[src/rtl/led_pkg.sv]
// Shared rate codes and sequencer state encoding for the LED pattern sequencer.
package led_pkg;

  localparam logic [1:0] RATE_100HZ = 2'b00;
  localparam logic [1:0] RATE_50HZ  = 2'b01;
  localparam logic [1:0] RATE_10HZ  = 2'b10;
  localparam logic [1:0] RATE_1HZ   = 2'b11;

  typedef enum logic [1:0] {
    ST_IDLE = 2'd0,
    ST_LOAD = 2'd1,
    ST_RUN  = 2'd2,
    ST_GAP  = 2'd3
  } seq_state_t;

endpackage

[src/rtl/led_seq_dwell_timer.sv]
// Tick prescaler plus loadable down-counter; o_expired marks the final cycle of a
// loaded interval of i_load_val*TICK_DIV cycles.
module led_seq_dwell_timer #(
  parameter int TICK_DIV = 1000,
  parameter int CNT_W    = 8
) (
  input  logic             i_clock,
  input  logic             i_reset,
  input  logic             i_clear,
  input  logic             i_load,
  input  logic [CNT_W-1:0] i_load_val,
  output logic             o_expired
);

  localparam int               PRE_W   = (TICK_DIV > 1) ? $clog2(TICK_DIV) : 1;
  localparam logic [PRE_W-1:0] PRE_MAX = PRE_W'(TICK_DIV - 1);

  logic [PRE_W-1:0] r_pre;
  logic [CNT_W-1:0] r_cnt;
  logic             w_tick;

  assign w_tick = (r_pre == PRE_MAX);

  // Prescaler restarts from zero on every load so each interval is exact.
  always_ff @(posedge i_clock or posedge i_reset) begin
    if (i_reset) begin
      r_pre <= '0;
      r_cnt <= '0;
    end else if (i_load) begin
      r_pre <= '0;
      r_cnt <= i_load_val;
    end else if (i_clear) begin
      r_pre <= '0;
      r_cnt <= '0;
    end else if (r_cnt != '0) begin
      if (w_tick) begin
        r_pre <= '0;
        r_cnt <= r_cnt - CNT_W'(1);
      end else begin
        r_pre <= r_pre + PRE_W'(1);
      end
    end
  end

  assign o_expired = w_tick && (r_cnt == CNT_W'(1));

endmodule

[src/rtl/led_pattern_sequencer.sv]
// Steps an led_blinker through a table of {rate, dwell} entries with optional dark gaps.
// Define LED_SEQ_LOOP_EN to repeat the table until abort instead of running once.
module led_pattern_sequencer #(
  parameter int NUM_STEPS = 4,
  parameter int DWELL_W   = 8,
  parameter int TICK_DIV  = 1000,
  parameter int GAP_TICKS = 1,
  parameter logic [NUM_STEPS*(2+DWELL_W)-1:0] PATTERN =
    {2'b11, 8'd10, 2'b10, 8'd10, 2'b01, 8'd10, 2'b00, 8'd10},
  localparam int STEP_W = (NUM_STEPS > 1) ? $clog2(NUM_STEPS) : 1
) (
  input  logic              i_clock,
  input  logic              i_reset,
  input  logic              i_start,
  input  logic              i_abort,
  output logic              o_enable,
  output logic              o_switch_1,
  output logic              o_switch_2,
  output logic              o_busy,
  output logic              o_done,
  output logic [STEP_W-1:0] o_step
);

  import led_pkg::*;

  localparam int ENTRY_W = 2 + DWELL_W;
  localparam int GAP_W   = (GAP_TICKS > 0) ? $clog2(GAP_TICKS + 1) : 1;
  localparam int CNT_W   = (DWELL_W > GAP_W) ? DWELL_W : GAP_W;
  localparam bit HAS_GAP = (GAP_TICKS != 0);
`ifdef LED_SEQ_LOOP_EN
  localparam bit LOOP_EN = 1'b1;
`else
  localparam bit LOOP_EN = 1'b0;
`endif

  seq_state_t        r_state;
  logic [STEP_W-1:0] r_step;
  logic              r_enable;
  logic [1:0]        r_rate;
  logic              r_busy;
  logic              r_done;

  seq_state_t        w_next_state;
  logic [STEP_W-1:0] w_next_step;
  logic [STEP_W-1:0] w_step_inc;
  logic [DWELL_W-1:0] w_cur_dwell;
  logic [1:0]        w_next_rate;
  logic              w_last;
  logic              w_done;
  logic              w_load;
  logic [CNT_W-1:0]  w_load_val;
  logic              w_clear;
  logic              w_expired;

  assign w_cur_dwell = PATTERN[int'(r_step)*ENTRY_W +: DWELL_W];
  assign w_next_rate = PATTERN[int'(w_next_step)*ENTRY_W + DWELL_W +: 2];
  assign w_last      = (r_step == STEP_W'(NUM_STEPS - 1));
  assign w_step_inc  = r_step + STEP_W'(1);
  assign w_clear     = (w_next_state == ST_LOAD) || (w_next_state == ST_IDLE);

  led_seq_dwell_timer #(
    .TICK_DIV (TICK_DIV),
    .CNT_W    (CNT_W)
  ) u_timer (
    .i_clock    (i_clock),
    .i_reset    (i_reset),
    .i_clear    (w_clear),
    .i_load     (w_load),
    .i_load_val (w_load_val),
    .o_expired  (w_expired)
  );

  always_comb begin
    w_next_state = r_state;
    w_next_step  = r_step;
    w_done       = 1'b0;
    w_load       = 1'b0;
    w_load_val   = CNT_W'(w_cur_dwell);
    case (r_state)
      ST_IDLE: begin
        if (i_start) begin
          w_next_state = ST_LOAD;
          w_next_step  = '0;
        end
      end
      ST_LOAD: begin
        // A zero-dwell entry is skipped without a gap.
        if (w_cur_dwell == '0) begin
          w_next_state = ST_LOAD;
          w_next_step  = w_step_inc;
          if (w_last) begin
            w_done      = 1'b1;
            w_next_step = '0;
            if (!LOOP_EN) w_next_state = ST_IDLE;
          end
        end else begin
          w_next_state = ST_RUN;
          w_load       = 1'b1;
        end
      end
      ST_RUN: begin
        if (w_expired) begin
          if (w_last) w_done = 1'b1;
          if (w_last && !LOOP_EN) begin
            w_next_state = ST_IDLE;
            w_next_step  = '0;
          end else if (HAS_GAP) begin
            w_next_state = ST_GAP;
            w_load       = 1'b1;
            w_load_val   = CNT_W'(GAP_TICKS);
          end else begin
            w_next_state = ST_LOAD;
            w_next_step  = w_last ? '0 : w_step_inc;
          end
        end
      end
      ST_GAP: begin
        if (w_expired) begin
          w_next_state = ST_LOAD;
          w_next_step  = w_last ? '0 : w_step_inc;
        end
      end
      default: begin
        w_next_state = ST_IDLE;
        w_next_step  = '0;
      end
    endcase
    if (i_abort) begin
      w_next_state = ST_IDLE;
      w_next_step  = '0;
      w_done       = 1'b0;
      w_load       = 1'b0;
    end
  end

  // Outputs are registered from the next state so they line up with r_state.
  always_ff @(posedge i_clock or posedge i_reset) begin
    if (i_reset) begin
      r_state  <= ST_IDLE;
      r_step   <= '0;
      r_enable <= 1'b0;
      r_rate   <= RATE_100HZ;
      r_busy   <= 1'b0;
      r_done   <= 1'b0;
    end else begin
      r_state  <= w_next_state;
      r_step   <= w_next_step;
      r_enable <= (w_next_state == ST_RUN);
      r_busy   <= (w_next_state != ST_IDLE);
      r_done   <= w_done;
      if (w_next_state == ST_IDLE)      r_rate <= RATE_100HZ;
      else if (w_next_state == ST_LOAD) r_rate <= w_next_rate;
    end
  end

  assign o_enable   = r_enable;
  assign o_switch_1 = r_rate[1];
  assign o_switch_2 = r_rate[0];
  assign o_busy     = r_busy;
  assign o_done     = r_done;
  assign o_step     = r_step;

endmodule

[config.mk]
export PLATFORM = sky130hd
export DESIGN_NAME = led_pattern_sequencer
export DESIGN_NICKNAME = d
export VERILOG_FILES = /design/src/rtl/led_pkg.sv /design/src/rtl/led_seq_dwell_timer.sv /design/src/rtl/led_pattern_sequencer.sv
export SDC_FILE = /design/constraint.sdc
export NUM_CORES = 1
export LEC_CHECK = 0
export CAP_MARGIN = 20
export CELL_PAD_IN_SITES_DETAIL_PLACEMENT = 0
export CELL_PAD_IN_SITES_GLOBAL_PLACEMENT = 1
export CORE_AREA = 2 2 67 94
export DETAILED_ROUTE_END_ITERATION = 8
export DIE_AREA = 0 0 69 96
export MAX_ROUTING_LAYER = met4
export PLACE_DENSITY_LB_ADDON = 0.1
export REMOVE_ABC_BUFFERS = 1
export SLEW_MARGIN = 25
export SYNTH_ARGS = -nofsm -noshare
export SYNTH_HDL_FRONTEND = slang
export SYNTH_SLANG_ARGS = --single-unit
[constraint.sdc]
create_clock -name i_clock -period 2.4 [get_ports i_clock]
set_input_delay 0.72 -clock i_clock [delete_from_list [all_inputs] [get_ports i_clock]]
set_output_delay 0.72 -clock i_clock [all_outputs]
set_load 0.05 [all_outputs]
# Word level (Yosys, flattened, before mapping)
# Cells that the tools add are included.
[classes] n_addsub=4 multipliers=2 n_eq_ne=8 shifts=2 n_mux=39 reduce_logical=11
[ops] operator="$mux W8" count=7
[ops] operator="$mux W10" count=4
[ops] operator="$shiftx A40 B7 Y8 const A" count=1
[ops] operator="$shiftx A40 B8 Y2 const A" count=1
[ops] operator="$mux W2" count=15
[ops] operator="$pmux W2 S4" count=2
[ops] operator="$add A10 B1 Y10 const B" count=1
[ops] operator="$eq A10 B10 Y1 const B" count=1
[ops] operator="$mul A2 B3 Y5 const B" count=2
[ops] operator="$mux W1" count=9
[ops] operator="$eq A2 B2 Y1 const B" count=4
[ops] operator="$eq A8 B1 Y1 const B" count=1
[ops] operator="$logic_not A8 Y1" count=1
[ops] operator="$reduce_bool A8 Y1" count=1
[ops] operator="$sub A8 B1 Y8 const B" count=1
[ops] operator="$add A6 B4 Y7 const B" count=1
[ops] operator="$reduce_bool A3 Y1" count=2
[ops] operator="$eq A2 B1 Y1 const B" count=2
[ops] operator="$logic_not A2 Y1" count=2
[ops] operator="$pmux W1 S2" count=2
[ops] operator="$reduce_bool A2 Y1" count=2
[ops] operator="$add A2 B1 Y2 const B" count=1
[ops] operator="$reduce_and A2 Y1" count=1
[ops] operator="$logic_and A1 B1 Y1" count=1
[ops] operator="$logic_or A1 B1 Y1" count=1
[word_totals] ff_bits=27 in_bits=4 output_inout_bits=7 word_cells=74

# Logic depth before layout (Yosys ltp)
[depth] depth_word=11 mapped_depth=10 ltp_nobuf=8

# Hierarchy
# From an unflattened synthesis, not the netlist that was laid out.
[unflattened] cells_unflattened=192 hier_area_um2=1809.2
[by_module_without_submodules] module="led_seq_dwell_timer" n_inst=1 cells_each=126 area_each_um2=1158.6 seq_area_each_um2=450.4
[by_module_without_submodules] module="led_pattern_sequencer" n_inst=1 cells_each=66 area_each_um2=650.6 seq_area_each_um2=225.2

# Least setup slack after synthesis
# No wires, ideal clock.
[synth_timing] path_kind="reg-to-reg" from="reg r_step[0] (netlist: o_step[0])" to="reg u_timer.r_cnt[3]" setup_time_ns=0.120 t_arrival_ns=1.940 t_required_ns=2.280 path_slack_ns=0.340 stages_incl_launch_ff=7 n_path_buf=0 synth_period_minus_slack_ns=2.060 cell_sequence="dfrtp_1 ha_1 nand2b_1 nor3_1 o21ai_0 nand3b_1 o211a_1"
[synth_between] elab_chain_len=10 elab_cells_between_ends=26 cone_classes="mul: 1; eq/ne: 2; shift: 1; mux: 16; reduce/logical: 6"
[synth_rtl] item="from (decl)" line="led_pattern_sequencer.sv:37" rtl="logic [STEP_W-1:0] r_step;"
[synth_rtl] item="from (signal assigned)" line="led_pattern_sequencer.sv:147" rtl="r_step <= w_next_step;"
[synth_rtl] item="$mul A2 B3 Y5" line="led_pattern_sequencer.sv:55" rtl="assign w_cur_dwell = PATTERN[int'(r_step)*ENTRY_W +: DWELL_W];"
[synth_rtl] item="$shiftx A40 B7 Y8" line="led_pattern_sequencer.sv:55"
[synth_rtl] item="$logic_not A8 Y1" line="led_pattern_sequencer.sv:88" rtl="if (w_cur_dwell == '0) begin"
[synth_rtl] item="$mux W2" line="led_pattern_sequencer.sv:88"
[synth_rtl] item="$pmux W2 S4" line="led_pattern_sequencer.sv:79" rtl="case (r_state)"
[synth_rtl] item="$mux W2" line="led_pattern_sequencer.sv:128" rtl="if (i_abort) begin"
[synth_rtl] item="$eq A2 B1 Y1 or $logic_not A2 Y1 (tied branches)" line="led_pattern_sequencer.sv:59" rtl="assign w_clear = (w_next_state == ST_LOAD) || (w_next_state == ST_IDLE);"
[synth_rtl] item="$logic_or A1 B1 Y1" line="led_pattern_sequencer.sv:59"
[synth_rtl] item="$reduce_bool A3 Y1 (no line) or $mux W8 (tied branches)"
[synth_rtl] item="$reduce_and A2 Y1 (no line) or $mux W8 (tied branches)"
[synth_rtl] item="to (signal assigned)" line="led_seq_dwell_timer.sv:31" rtl="r_cnt <= i_load_val;"
[synth_rtl] item="to (signal assigned)" line="led_seq_dwell_timer.sv:38" rtl="r_cnt <= r_cnt - CNT_W'(1);"
[synth_rtl] item="to (decl)" line="led_seq_dwell_timer.sv:19" rtl="logic [CNT_W-1:0] r_cnt;"
# Several ways; a longest one is shown, not always the timed one.
# A chain may end at the register's enable or synchronous reset.

# Worst setup path in the final report
[layout_timing] from="reg r_step[1] (netlist: o_step[1])" to="out o_step[1]"
[layout_rtl] item="to (decl)" line="led_pattern_sequencer.sv:21" rtl="output logic [STEP_W-1:0] o_step"
# No word-level cell between the ends.

==> results by group <==
Outcome
  • Outcome: complete, no violations

GRT
  • Overflow after GRT: 0
  • Met3 Use GR: 1.26%
  • Layer carrying the most global-route usage: met2
  • First-pass GRT wire length: 6840 µm
  • Pin count of the biggest net entering global routing: 28
  • Met1 Usage GRT: 13.8%
  • Initial antenna violation count: 0
  • Met2 usage: 26.4%
  • Vias in the first global route: 1411
  • GRT Total Usage: 13.3%

Cells and area
  • Diodes inserted: 0
  • Fill cells: 624
  • Area grow syn2layout: 17.8%
  • Non-Filler Instances: 274
  • Layout cell share with drive strength beyond 1: 12.7%
  • Fin nets: 221

Drt
  • Via-to-Cell Ratio: 5.03
  • WL/cell: 14.4 µm
  • Final WL: 3940 µm
  • Vias: 1377
  • Antenna-violating nets left: 0
  • # DRC: 0
  • Drt pass-1 iters: 4
  • Iteration-0 DRC count of the detailed router: 49

Yosys
  • Main synth FF type: dfrtp_1
  • EDFF count, synth: 0
  • Seq cells post-synth: 27
  • Post-Syn Instances: 184
  • Yosys warning count: 0
  • Post-synthesis cell type count: 47
  • Async SR Flop Fraction: 100%
  • Register area share after synthesis: 40.4%
  • Synth top cells by count: dfrtp_1, nor2_1, nand2_1
  • Synth area leaders: dfrtp_1, ha_1, nor2_1
  • Area leader, netlist: dfrtp_1
  • Post-Syn Area: 1670 µm²
  • Top cell type's share of synthesized area: 40.4%
  • Synth Area per Inst: 9.09 µm²

Timing
  • Final Skew: 0.00392 ns
  • Fin Setup TNS: 0 ns
  • Endpoints failing setup: 0
  • Max Fclk: 439 MHz
  • Final Cycle Share: 94.9%
  • Worst Tran Pin Value: 0.511 ns
  • Hold WS: 0.501 ns
  • Rel. slew slack: 65.9%
  • Minimum clock period: 2.28 ns
  • RSZ-0062 raised after global routing: no
  • Final Hold Viols: 0
  • Slew Viols, Final: 0

Floorplan
  • DIE HEIGHT: 96 µm
  • Num ports: 11
  • Core footprint: 5780 µm²
  • Width of the die: 69 µm
  • Die area: 6620 µm²
  • Initial Utilization: 28.9%
  • Core Rows: 33

Setup path
  • Cell family with most CP delay: buffers and inverters
  • Critical path arrival: 1.56 ns
  • FF-to-FF setup slack: 0.24 ns
  • Worst R2R Start: u_timer.r_pre[0]$_DFFE_PP0P_
  • Worst setup path startpoint: o_step[1]$_DFF_PP0_
  • Slowest cell on the critical path: clkdlybuf4s50_1
  • Crit. End Element: primary output
  • Buf+Inv Stages, Crit Path: 1
  • Max FO, Critical Path: 6
  • Crit-path cells: clkdlybuf4s50_1
  • Slowest stage delay, CP: 0.84 ns
  • CP Launch Type: flop
  • R2R Path End: r_rate[0]$_DFFE_PP0P_
  • Critical Path RT: 1.68 ns
  • Reg2Reg Depth: 7
  • Crit Path Class: flop to primary output

Min path
  • Worst hold endpoint: r_rate[1]$_DFFE_PP0P_
  • Type of the worst min-delay path: flop to flop
  • Hold path depth: 2
  • HP Start: r_rate[1]$_DFFE_PP0P_

Clocking
  • Clk pin slew, worst setup/hold paths: 0.10 ns
  • Num CTS Buffers: 3
  • CTS tree: done
  • Clock Latency Late Sink: 0.27 ns
  • Max clock buf depth: 2
  • Clock Sinks: 27
  • Post-CTS Repair Setup Buffers: 0
  • CTS H-tree lvls: 1
  • Hold_buf cts: 0
  • Clk root buf: clkbuf_8

Pwr
  • Peak supply drop: 0.000391 V
  • Leak: 0.836 nW
  • Total chip power: 1.68 mW
  • Pwr/cell area: 851 nW/µm²

Place
  • RD Place Congestion: 0.817
  • Final HPWL DP: 3090 µm
  • Inst Count DP: 270
  • Buffers on Ports: 10

Flow run
  • MaxCap Viol Count: 0
## state kept, by name, summed over array words and instances, names as in the netlist
name and cells:
o_done 1, r_rate 2, u_timer.r_cnt 8, o_enable 1
u_timer.r_pre 10, r_state 2, o_step 2, o_busy 1
## metal layers
layer | vias to the layer above | wire (µm)
met2 | 26 | 2240
met3 | 4 | 81
li1 | 673 | -
met5 | - | 0
met1 | 674 | 1580
met4 | 0 | 45
## metrics by stage
| step | cell area, µm² | setup slack, ns | util, % |
|---|---|---|---|
| floorplan | 1640 | 0.310 | - |
| global placement | 1920 | 0.0560 | 33.2 |
| detailed placement | 1920 | 0.0517 | 33.2 |
| CTS | 1970 | 0.114 | 34.0 |
| global route | 1970 | 0.0668 | 34.1 |
| finish | 1970 | 0.123 | 34.1 |
## timing repair
item	4_1_cts	5_1_grt
gates resized for setup	0	2
setup endpoints to repair	0	7
endpoints found under the hold margin	0	0
## power breakdown
group | total, mW | internal [mW] | switching [mW]
Combinational | 0.835 | 0.335 | 0.500
Sequential | 0.577 | 0.514 | 0.0631
Clock | 0.265 | 0.118 | 0.147
## placed cells by master, fill, tap and decap left out, types with 4 or more instances in the layout
cell type        Yosys  final
inv_1               11     11
xor2_1               6      6
nand2b_1             4      4
clkdlybuf4s50_1      0     10
dfrtp_1             27     27
nand2_1             18     18
a21oi_1              9      9
ha_1                12     12
nor3_1               9      9
nand3_1              7      7
xnor2_1              4      4
o21ai_0              5      4
nor2_1              27     27
buf_4                0      9
## logic make-up (layout without fill, tap and decap cells)
logic type      after synthesis  count (layout)  share of synthesized area [%]
compound gates               29              29                           11.7
flops                        27              27                           40.4
simple gates                 91              91                           29.3
buf+inv                      15              35                           4.34
xor+xnor                     10              10                           5.24
fa+ha+maj                    12              12                           8.98
## worst max path at each step
stage                     cells after the start  slack [ns]                           end
final                                         1        0.12                     o_step[1]
after global routing                          6        0.07         r_rate[1]$_DFFE_PP0P_
after CTS                                     1        0.11                     o_step[1]
after floorplan                               7        0.31  u_timer.r_cnt[3]$_DFFE_PP0P_
after global placement                        7        0.06         r_rate[1]$_DFFE_PP0P_
after detailed placement                      7        0.05         r_rate[1]$_DFFE_PP0P_
## area by class of cell
cell class	instances	area (µm²)	area share [%]
inverter	11	41.3	2.10
tap	70	87.6	4.44
multi-input combinational	142	930	47.2
clock inverter	1	7.51	0.381
timing repair buffer	20	188	9.52
sequential	27	676	34.3
clock buffer	3	41.3	2.10
No activity file was read; power rests on OpenSTA's default activity.
